<file path="src/rtl/vx_mem_batch_unit.sv">
// rtl/vx_mem_batch_unit.sv - wide-to-narrow memory request batcher and response unbatcher
// Optional MEM_BATCH_SKIP_EMPTY_EN: skip batches whose lane mask is all zero.
module vx_mem_batch_unit #(
  parameter int NUM_INPUTS   = 4,
  parameter int NUM_OUTPUTS  = 2,
  parameter int ADDR_WIDTH   = 30,
  parameter int WORD_SIZE    = 4,
  parameter int TAG_WIDTH    = 8,
  localparam int NUM_BATCHES = (NUM_INPUTS + NUM_OUTPUTS - 1) / NUM_OUTPUTS,
  localparam int BSEL_BITS   = (NUM_BATCHES > 1) ? $clog2(NUM_BATCHES) : 1,
  localparam int MTAG_WIDTH  = TAG_WIDTH + BSEL_BITS,
  localparam int DATA_WIDTH  = WORD_SIZE * 8
) (
  input  logic                                clk,
  input  logic                                reset,
  input  logic                                req_valid,
  input  logic                                req_rw,
  input  logic [NUM_INPUTS-1:0]               req_mask,
  input  logic [NUM_INPUTS*WORD_SIZE-1:0]     req_byteen,
  input  logic [NUM_INPUTS*ADDR_WIDTH-1:0]    req_addr,
  input  logic [NUM_INPUTS*DATA_WIDTH-1:0]    req_data,
  input  logic [TAG_WIDTH-1:0]                req_tag,
  output logic                                req_ready,
  output logic                                mem_req_valid,
  output logic                                mem_req_rw,
  output logic [NUM_OUTPUTS-1:0]              mem_req_mask,
  output logic [NUM_OUTPUTS*WORD_SIZE-1:0]    mem_req_byteen,
  output logic [NUM_OUTPUTS*ADDR_WIDTH-1:0]   mem_req_addr,
  output logic [NUM_OUTPUTS*DATA_WIDTH-1:0]   mem_req_data,
  output logic [MTAG_WIDTH-1:0]               mem_req_tag,
  input  logic                                mem_req_ready,
  input  logic                                mem_rsp_valid,
  input  logic [NUM_OUTPUTS-1:0]              mem_rsp_mask,
  input  logic [NUM_OUTPUTS*DATA_WIDTH-1:0]   mem_rsp_data,
  input  logic [MTAG_WIDTH-1:0]               mem_rsp_tag,
  output logic                                mem_rsp_ready,
  output logic                                rsp_valid,
  output logic [NUM_INPUTS-1:0]               rsp_mask,
  output logic [NUM_INPUTS*DATA_WIDTH-1:0]    rsp_data,
  output logic [TAG_WIDTH-1:0]                rsp_tag,
  input  logic                                rsp_ready
);

  // Captured request is zero-padded to a whole number of batches, so the
  // lanes past NUM_INPUTS in the last batch come out as zero for free.
  localparam int PAD_LANES = NUM_BATCHES * NUM_OUTPUTS;

  typedef enum logic {IDLE, ISSUE} state_t;

  state_t                             state, state_n;
  logic [BSEL_BITS-1:0]               bsel, bsel_n;
  logic                               capture;
  logic                               cap_rw;
  logic [PAD_LANES-1:0]               cap_mask;
  logic [PAD_LANES*WORD_SIZE-1:0]     cap_byteen;
  logic [PAD_LANES*ADDR_WIDTH-1:0]    cap_addr;
  logic [PAD_LANES*DATA_WIDTH-1:0]    cap_data;
  logic [TAG_WIDTH-1:0]               cap_tag;

  logic [BSEL_BITS-1:0]               first_bsel;
  logic [BSEL_BITS-1:0]               next_bsel;
  logic                               is_last;
  logic                               req_empty;

`ifdef MEM_BATCH_SKIP_EMPTY_EN
  logic [PAD_LANES-1:0]   req_mask_pad;
  logic [NUM_BATCHES-1:0] req_nz;
  logic [NUM_BATCHES-1:0] cap_nz;

  assign req_mask_pad = PAD_LANES'(req_mask);
  assign req_empty    = ~|req_mask;

  always_comb begin
    for (int i = 0; i < NUM_BATCHES; i++) begin
      req_nz[i] = |req_mask_pad[i*NUM_OUTPUTS +: NUM_OUTPUTS];
      cap_nz[i] = |cap_mask[i*NUM_OUTPUTS +: NUM_OUTPUTS];
    end
  end

  // Descending scan leaves the lowest qualifying batch in each result.
  always_comb begin
    first_bsel = '0;
    next_bsel  = bsel;
    is_last    = 1'b1;
    for (int i = NUM_BATCHES - 1; i >= 0; i--) begin
      if (req_nz[i]) first_bsel = BSEL_BITS'(i);
      if (cap_nz[i] && (i > int'(bsel))) begin
        next_bsel = BSEL_BITS'(i);
        is_last   = 1'b0;
      end
    end
  end
`else
  localparam logic [BSEL_BITS-1:0] LAST_BSEL = BSEL_BITS'(NUM_BATCHES - 1);

  assign first_bsel = '0;
  assign next_bsel  = bsel + 1'b1;
  assign is_last    = (bsel == LAST_BSEL);
  assign req_empty  = 1'b0;
`endif

  assign mem_req_valid = (state == ISSUE);

  always_comb begin
    state_n   = state;
    bsel_n    = bsel;
    capture   = 1'b0;
    req_ready = 1'b0;
    case (state)
      IDLE: begin
        req_ready = 1'b1;
        if (req_valid) begin
          capture = 1'b1;
          if (!req_empty) begin
            state_n = ISSUE;
            bsel_n  = first_bsel;
          end
        end
      end
      ISSUE: begin
        if (mem_req_ready) begin
          if (is_last) begin
            req_ready = 1'b1;
            if (req_valid && !req_empty) begin
              capture = 1'b1;
              bsel_n  = first_bsel;
            end else begin
              capture = req_valid;
              state_n = IDLE;
              bsel_n  = '0;
            end
          end else begin
            bsel_n = next_bsel;
          end
        end
      end
      default: begin
        state_n = IDLE;
        bsel_n  = '0;
      end
    endcase
  end

  always_ff @(posedge clk) begin
    if (reset) begin
      state <= IDLE;
      bsel  <= '0;
    end else begin
      state <= state_n;
      bsel  <= bsel_n;
      if (capture) begin
        cap_rw     <= req_rw;
        cap_mask   <= PAD_LANES'(req_mask);
        cap_byteen <= (PAD_LANES*WORD_SIZE)'(req_byteen);
        cap_addr   <= (PAD_LANES*ADDR_WIDTH)'(req_addr);
        cap_data   <= (PAD_LANES*DATA_WIDTH)'(req_data);
        cap_tag    <= req_tag;
      end
    end
  end

  always_comb begin
    mem_req_mask   = '0;
    mem_req_byteen = '0;
    mem_req_addr   = '0;
    mem_req_data   = '0;
    for (int i = 0; i < NUM_BATCHES; i++) begin
      if (int'(bsel) == i) begin
        mem_req_mask   = cap_mask[i*NUM_OUTPUTS +: NUM_OUTPUTS];
        mem_req_byteen = cap_byteen[i*NUM_OUTPUTS*WORD_SIZE +: NUM_OUTPUTS*WORD_SIZE];
        mem_req_addr   = cap_addr[i*NUM_OUTPUTS*ADDR_WIDTH +: NUM_OUTPUTS*ADDR_WIDTH];
        mem_req_data   = cap_data[i*NUM_OUTPUTS*DATA_WIDTH +: NUM_OUTPUTS*DATA_WIDTH];
      end
    end
  end

  assign mem_req_rw  = cap_rw;
  assign mem_req_tag = {cap_tag, bsel};

  logic [BSEL_BITS-1:0]             rsp_bsel;
  logic [NUM_INPUTS-1:0]            rsp_mask_n;
  logic [NUM_INPUTS*DATA_WIDTH-1:0] rsp_data_n;
  logic                             mem_rsp_fire;

  assign rsp_bsel      = mem_rsp_tag[BSEL_BITS-1:0];
  assign mem_rsp_ready = !rsp_valid || rsp_ready;
  assign mem_rsp_fire  = mem_rsp_valid && mem_rsp_ready;

  // Each wide lane k is fed only by cache lane k%NUM_OUTPUTS of batch k/NUM_OUTPUTS.
  for (genvar k = 0; k < NUM_INPUTS; k++) begin : g_rsp_lane
    localparam int LB = k / NUM_OUTPUTS;
    localparam int LJ = k % NUM_OUTPUTS;
    assign rsp_mask_n[k] = (int'(rsp_bsel) == LB) && mem_rsp_mask[LJ];
    assign rsp_data_n[k*DATA_WIDTH +: DATA_WIDTH] =
      (int'(rsp_bsel) == LB) ? mem_rsp_data[LJ*DATA_WIDTH +: DATA_WIDTH] : '0;
  end

  always_ff @(posedge clk) begin
    if (reset) begin
      rsp_valid <= 1'b0;
      rsp_mask  <= '0;
      rsp_data  <= '0;
      rsp_tag   <= '0;
    end else if (mem_rsp_fire) begin
      rsp_valid <= 1'b1;
      rsp_mask  <= rsp_mask_n;
      rsp_data  <= rsp_data_n;
      rsp_tag   <= mem_rsp_tag[MTAG_WIDTH-1 -: TAG_WIDTH];
    end else if (rsp_ready) begin
      rsp_valid <= 1'b0;
    end
  end

endmodule
</file>
<file path="config.mk">
export PLATFORM = sky130hd
export DESIGN_NAME = vx_mem_batch_unit
export DESIGN_NICKNAME = d
export VERILOG_FILES = /design/src/rtl/vx_mem_batch_unit.sv
export SDC_FILE = /design/constraint.sdc
export NUM_CORES = 1
export LEC_CHECK = 0
export CAP_MARGIN = 10
export CORE_AREA = 2 2 254 256
export CTS_CLUSTER_DIAMETER = 120
export CTS_CLUSTER_SIZE = 20
export DETAILED_ROUTE_END_ITERATION = 8
export DIE_AREA = 0 0 256 258
export PLACE_DENSITY_LB_ADDON = 0.05
export SLEW_MARGIN = 20
export SYNTH_ARGS = -nofsm -noshare
export SYNTH_HDL_FRONTEND = slang
export SYNTH_SLANG_ARGS = --single-unit
</file>
<file path="constraint.sdc">
create_clock -name clk -period 31.3 [get_ports clk]
set_input_delay 6.26 -clock clk [delete_from_list [all_inputs] [get_ports clk]]
set_output_delay 6.26 -clock clk [all_outputs]
set_load 0.03 [all_outputs]
</file>
==> summary.txt, run 1 <==
Detailed routing
  • Routed vias/inst: roughly 4.6
  • 1st-pass router iterations: 4
  • DRT antenna net count: 0
  • Drt total wl: 62,500 µm
  • Routed via count: about 12,000
  • Starting DRT DRC Count: 692
  • Number of remaining DRC errors: 0
  • Wire per inst: about 25 µm

STA
  • Worst hold slack: ~480 ps
  • Final-report setup violation count: 0
  • Setup repair after global routing missed its margin: no
  • Crit share post-route: 0.471
  • Fin. Hold Viols: 0
  • Final Slew Violations: 0
  • Worst slew pin tran: 946 ps
  • Clk_skew: 16.9 ps
  • Achievable Freq: slightly below 0.07 GHz
  • Crit path time final: about 15,000 ps
  • Slew margin rel.: 0.370
  • TNS Setup: 0 ps
  • Worst Slack Setup Final: approximately 17,000 ps

Finish
  • Fill cells: a little over 6,000
  • Share of post-route cells with drive strength above 1: 0.107
  • Final Util: 0.369
  • Area Growth Syn to Fin: 48.9%
  • Design Area, Final: ~0.024 mm²
  • NumNets Final: between 2,000 and 2,500
  • FF+latch area: between 0.01 and 0.015 mm²
  • Multi-input gate area: 0.00401 mm²

Setup path
  • Kind of end point of the critical path: output pin
  • Kind of critical path: input port to output pin
  • Reg-to-reg endpoint: cap_data[30]
  • Largest stage delay, worst path: a little under 800 ps
  • R2R Setup Slk: approximately 27,000 ps
  • Worst r2r src: bsel
  • Setup crit end: mem_rsp_ready
  • Worst path buffer plus inverter count: 4
  • Delay-heaviest family, CP: buffers and inverters
  • Crit-path most repeated cell: clkdlybuf4s50_1
  • Data arrival, critical path: approximately 8500 ps
  • Slowest cell on crit path: clkdlybuf4s50_1
  • Max FO, Critical Path: just under 60
  • Crit. Startpoint: rsp_ready
  • Critical path depth: 5
  • R2R depth: 6
  • WP data required: 25,040 ps
  • Critical Path Source Type: input port
  • Cells along the critical path: clkdlybuf4s50_1, nor2b_4, buf_4, inv_4, clkdlybuf4s50_1

Placement
  • Final Wtd Congestion: around 0.8
  • Pre-CTS setup slack: 16,540 ps
  • Port Buffers: about 650
  • DP HPWL: around 45,000 µm
  • Area after DPL: between 0.02 and 0.025 mm²

Logic synthesis
  • Top-count cell post-synth: edfxtp_1
  • Synth Instances: around 1,100
  • Top cell type's share of synthesized area: 0.527
  • Top post-synthesis cells by count: edfxtp_1, dfxtp_1, a21oi_1, mux2_2, o21ai_0
  • Synthesized flop and latch total: 420
  • YS warnings: 0
  • Number of synthesized flops with an enable pin: between 200 and 300
  • Syn_area_per_cell: 14.4 µm²
  • Syn nets: 1,453
  • Post-synth ARST share: 0
  • Synth area leaders: edfxtp_1, dfxtp_1, mux2_2
  • Primary FF master, synth: edfxtp_1
  • Synth area leader: edfxtp_1
  • Cell area after synthesis: 0.0158 mm²
  • Post-synthesis cell type count: 25
  • Sequential area share after synthesis: 0.708

Power
  • Clk pwr share: 0.294
  • Pwr Density: just under 50 mW/mm²
  • Psw: 0.000293 W
  • Pint: approximately 0.00085 W
  • Leakage: between 7 and 8 nW
  • Max VDD drop: around 0.037 mV
  • Switching Share: 0.257
  • Seq pwr share: 0.546
  • Combinational share of power: 0.160

Die
  • Die area: 0.0660 mm²
  • Initial Util: 0.248
  • IO Count: 646
  • Row Count: between 90 and 100
  • Die Width: about 260 µm
  • Die Y: between 200 and 300 µm
  • Core Area: ~0.064 mm²

CTS
  • Max clock buf depth: 3
  • Clock tree from TritonCTS: done
  • # Post-CTS Setup Buffers: 0
  • Clk root buf: clkbuf_16
  • Reg clk slew, reported paths: approximately 90 ps
  • H-tree levels: 1
  • Post-cts resize count: 0
  • Total clock sinks: 420
  • TritonCTS Buffers: 24
  • Clk Latency, worst-skew pair: ~580 ps
  • Hold-fix buffers at CTS: 0

Worst hold path
  • Min-delay worst type: register to register

Global route
  • Largest net degree at the start of global routing: 133
  • Initial antenna violation count: 18
  • First-pass GRT wire length: a little under 90,000 µm
  • Grt ovf: 0
  • Gr usage total: 0.182
  • Vias in the first global route: between 10,000 and 15,000

Run
  • Max-Cap Viols: 0

Status
  • Status: complete, no violations
routing by layer:
| layer | global-route usage | wire (µm) | vias up |
|---|---|---|---|
| met5 | 0 | 200 | - |
| met4 | 0.0239 | 765 | 30 |
| met3 | 0.0826 | 6050 | 64 |
| met2 | 0.324 | 31900 | 363 |
| met1 | 0.203 | 23500 | 5843 |
| li1 | - | - | 5350 |
how the worst min path moves through the flow:
stage / start / to / slack (ps) / cells after the start
5_1_grt: rsp_data[8] / rsp_data[8] / 490 / 2
6_report: rsp_data[46] / rsp_data[46] / 480 / 2
2_1_floorplan: rsp_data[127] / rsp_data[127] / 600 / 2
3_3_place_gp: rsp_data[105] / rsp_data[105] / 460 / 2
4_1_cts: rsp_data[46] / rsp_data[46] / 480 / 2
3_5_place_dp: rsp_data[25] / rsp_data[25] / 470 / 2
cell usage in the layout (no fill, tap or decap):
master           count
clkbuf_1            15
dfxtp_1            142
nand4_1             66
inv_4                2
nand3b_1             1
buf_6                2
nor2_1               2
nand2_1              1
mux2i_1              1
nand3_1              8
inv_1                1
nor2b_4              1
clkinv_8             1
dfxtp_4              1
a21boi_0             1
o21ai_1             28
buf_4               14
nand4b_1            66
diode_2              2
a21oi_1            142
o21ai_0            112
edfxtp_1           277
clkbuf_16           24
clkdlybuf4s50_1    642
nor3b_2              1
mux2_2             134
final cells by class:
cell class / instances / share of cell area
sequential: 420 / 0.476
timing repair buffer: 658 / 0.279
multi-input combinational: 564 / 0.171
tap: 855 / 0.0455
clock buffer: 39 / 0.0279
clock inverter: 1 / 0.000692
inverter: 3 / 0.000692
antenna: 2 / 0.000213
cells by family after synthesis:
logic type	after synthesis	share of synthesized area
compound gates	283	0.0899
buf+inv	111	0.0381
flops	420	0.708
mux	135	0.0962
simple gates	146	0.0678
power groups by stage:
| stage | clock (W) | sequential, W | combinational [W] |
|---|---|---|---|
| 3_3_place_gp | 0 | 0.000635 | 0.000184 |
| 2_1_floorplan | 0 | 0.000660 | 0.0000696 |
| 3_5_place_dp | 0 | 0.000635 | 0.000184 |
| 6_report | 0.000335 | 0.000622 | 0.000182 |
| 4_1_cts | 0.000354 | 0.000623 | 0.000186 |
| 5_1_grt | 0.000371 | 0.000625 | 0.000193 |
flip-flops by register name, indices dropped and copies added (netlist names):
register	flops
cap_addr	120
rsp_valid	1
rsp_tag	8
mem_req_rw	1
cap_mask	4
cap_data	128
rsp_mask	4
mem_req_valid	1
bsel	1
cap_byteen	16
cap_tag	8
rsp_data	128
through the flow:
step / total power [W] / std cells
global placement: 0.000819 / 2500
floorplan: 0.000729 / 1095
global route: 0.00119 / 2540
finish: 0.00114 / 2542
detailed placement: 0.000820 / 2500
CTS: 0.00116 / 2540
worst reg2reg max path, stage by stage (launching register included):
cell and delay [ps]:
dfxtp_4 660, a21boi_0 280, nor3b_2 230, buf_6 620
buf_4 860, buf_4 830, buf_4 810
No activity file was read; power rests on OpenSTA's default activity.
==> run 2: changes to the inputs <==
Clock period 31.3 ns to 14.45 ns, I/O delays scaled along.
==> summary.txt, run 2 (synthesis gave the netlist of run 1 again) <==
Status
  • Status: complete, no violations

STA
  • Worst slew pin tran: 1050 ps
  • TNS Setup: 0 ps
  • Fin. Hold Viols: 0
  • Clk_skew: between 15 and 20 ps
  • Final Slew Violations: 0
  • Slew margin rel.: 0.299
  • Final-report setup violation count: 0
  • Achievable Freq: approximately 0.12 GHz
  • Crit path time final: 8320 ps
  • Crit share post-route: 0.575
  • Setup repair after global routing missed its margin: no

Detailed routing
  • Starting DRT DRC Count: 630
  • Wire per inst: between 20 and 25 µm
  • 1st-pass router iterations: 4
  • Number of remaining DRC errors: 0
  • DRT antenna net count: 0
  • Routed vias/inst: between 4 and 5
  • Routed via count: approximately 12,000
  • Drt total wl: 61,700 µm

Die
  • Initial Util: 0.248
  • Die area: 0.0660 mm²
  • Core Area: between 0.06 and 0.07 mm²
  • IO Count: approximately 650
  • Die Y: 258 µm
  • Row Count: 93
  • Die Width: roughly 260 µm

Global route
  • Grt ovf: 0
  • First-pass GRT wire length: around 87,000 µm
  • Gr usage total: 0.178
  • Initial antenna violation count: 19
  • Vias in the first global route: about 11,000
  • Largest net degree at the start of global routing: 152

Setup path
  • Max FO, Critical Path: just under 80
  • Data arrival, critical path: around 5400 ps
  • Kind of end point of the critical path: output pin
  • Kind of critical path: input port to output pin
  • Critical Path Source Type: input port
  • WP data required: between 10,000 and 15,000 ps

Placement
  • Final Wtd Congestion: between 0.8 and 0.9
  • DP HPWL: 43,100 µm
  • Port Buffers: ~650

Finish
  • Most frequent cells in the layout: clkdlybuf4s50_1, edfxtp_1, a21oi_1, dfxtp_1, mux2_2
  • Final Util: 0.370
  • Fill cells: roughly 6,200
  • NumNets Final: about 2,000
  • Area Growth Syn to Fin: 49.1%
  • Share of post-route cells with drive strength above 1: 0.107
  • Commonest non-fill, non-tap cell in the layout: clkdlybuf4s50_1
  • Biggest regs: cap_data (128), rsp_data (128), cap_addr (120)

CTS
  • TritonCTS Buffers: 24
  • Clk root buf: clkbuf_16
  • Max clock buf depth: 3
  • Reg clk slew, reported paths: around 90 ps
  • H-tree levels: 1
  • Clk Latency, worst-skew pair: just under 600 ps
  • Total clock sinks: 420
  • Hold-fix buffers at CTS: 0
  • # Post-CTS Setup Buffers: 0
  • Clock tree from TritonCTS: done
  • Post-cts resize count: 0

Power
  • Leakage: 7.52 nW
  • Max VDD drop: around 0.08 mV
  • Pwr Density: around 110 mW/mm²

Worst hold path
  • Min-delay worst type: register to register

Run
  • Max-Cap Viols: 0
[run 2: path summary, 6_finish.rpt]
path / from / end / slack, ps / depth (start not counted)
setup reg to reg: bsel / cap_data[119] / 11160 / 4
hold reg to reg: rsp_data[45] / rsp_data[45] / 480 / 2
setup / recovery: rsp_ready / mem_rsp_ready / 6130 / 5
hold / removal: rsp_data[45] / rsp_data[45] / 480 / 2
[run 2: area by class of cell]
| type | count | area, µm² | share of cell area |
|---|---|---|---|
| sequential | 420 | 11200 | 0.475 |
| timing repair buffer | 658 | 6560 | 0.279 |
| multi-input combinational | 564 | 4020 | 0.171 |
| tap | 855 | 1070 | 0.0454 |
| clock buffer | 39 | 657 | 0.0279 |
| antenna | 10 | 25.0 | 0.00106 |
| clock inverter | 1 | 16.3 | 0.000691 |
| inverter | 3 | 15.0 | 0.000638 |
[run 2: where the power goes]
group          internal [W]  leakage, nW  switching (W)
Sequential          0.00133         3.73      0.0000154
Combinational      0.000189         3.47       0.000206
Clock              0.000314        0.320       0.000421
Total               0.00183         7.52       0.000642
[run 2: metrics by stage]
step | instance area (µm²) | hold slack (ps) | worst slack (ps) | power, W | instances
finish | 23500 | 476 | 6130 | 0.00248 | 2550
global route | 23500 | 491 | 6010 | 0.00258 | 2544
CTS | 23500 | 479 | 6090 | 0.00253 | 2540
detailed placement | 22800 | 466 | 6100 | 0.00177 | 2500
global placement | 22800 | 457 | 6100 | 0.00177 | 2500
floorplan | 15800 | 603 | 3790 | 0.00156 | 1095
[run 2: critical path: stages]
cell and delay (ps):
clkdlybuf4s50_1 460, nor2b_4 130, buf_4 620, inv_4 470, clkdlybuf4s50_1 760
[run 2: routing by layer]
metal / track usage / up-vias / part of all wire / wire [µm]
met2: 0.302 / 397 / 0.50 / 30700
met1: 0.207 / 5848 / 0.39 / 23900
met3: 0.0802 / 59 / 0.096 / 5950
met4: 0.0396 / 18 / 0.017 / 1060
li1: - / 5351 / - / -
met5: 0 / - / 0.0018 / 114
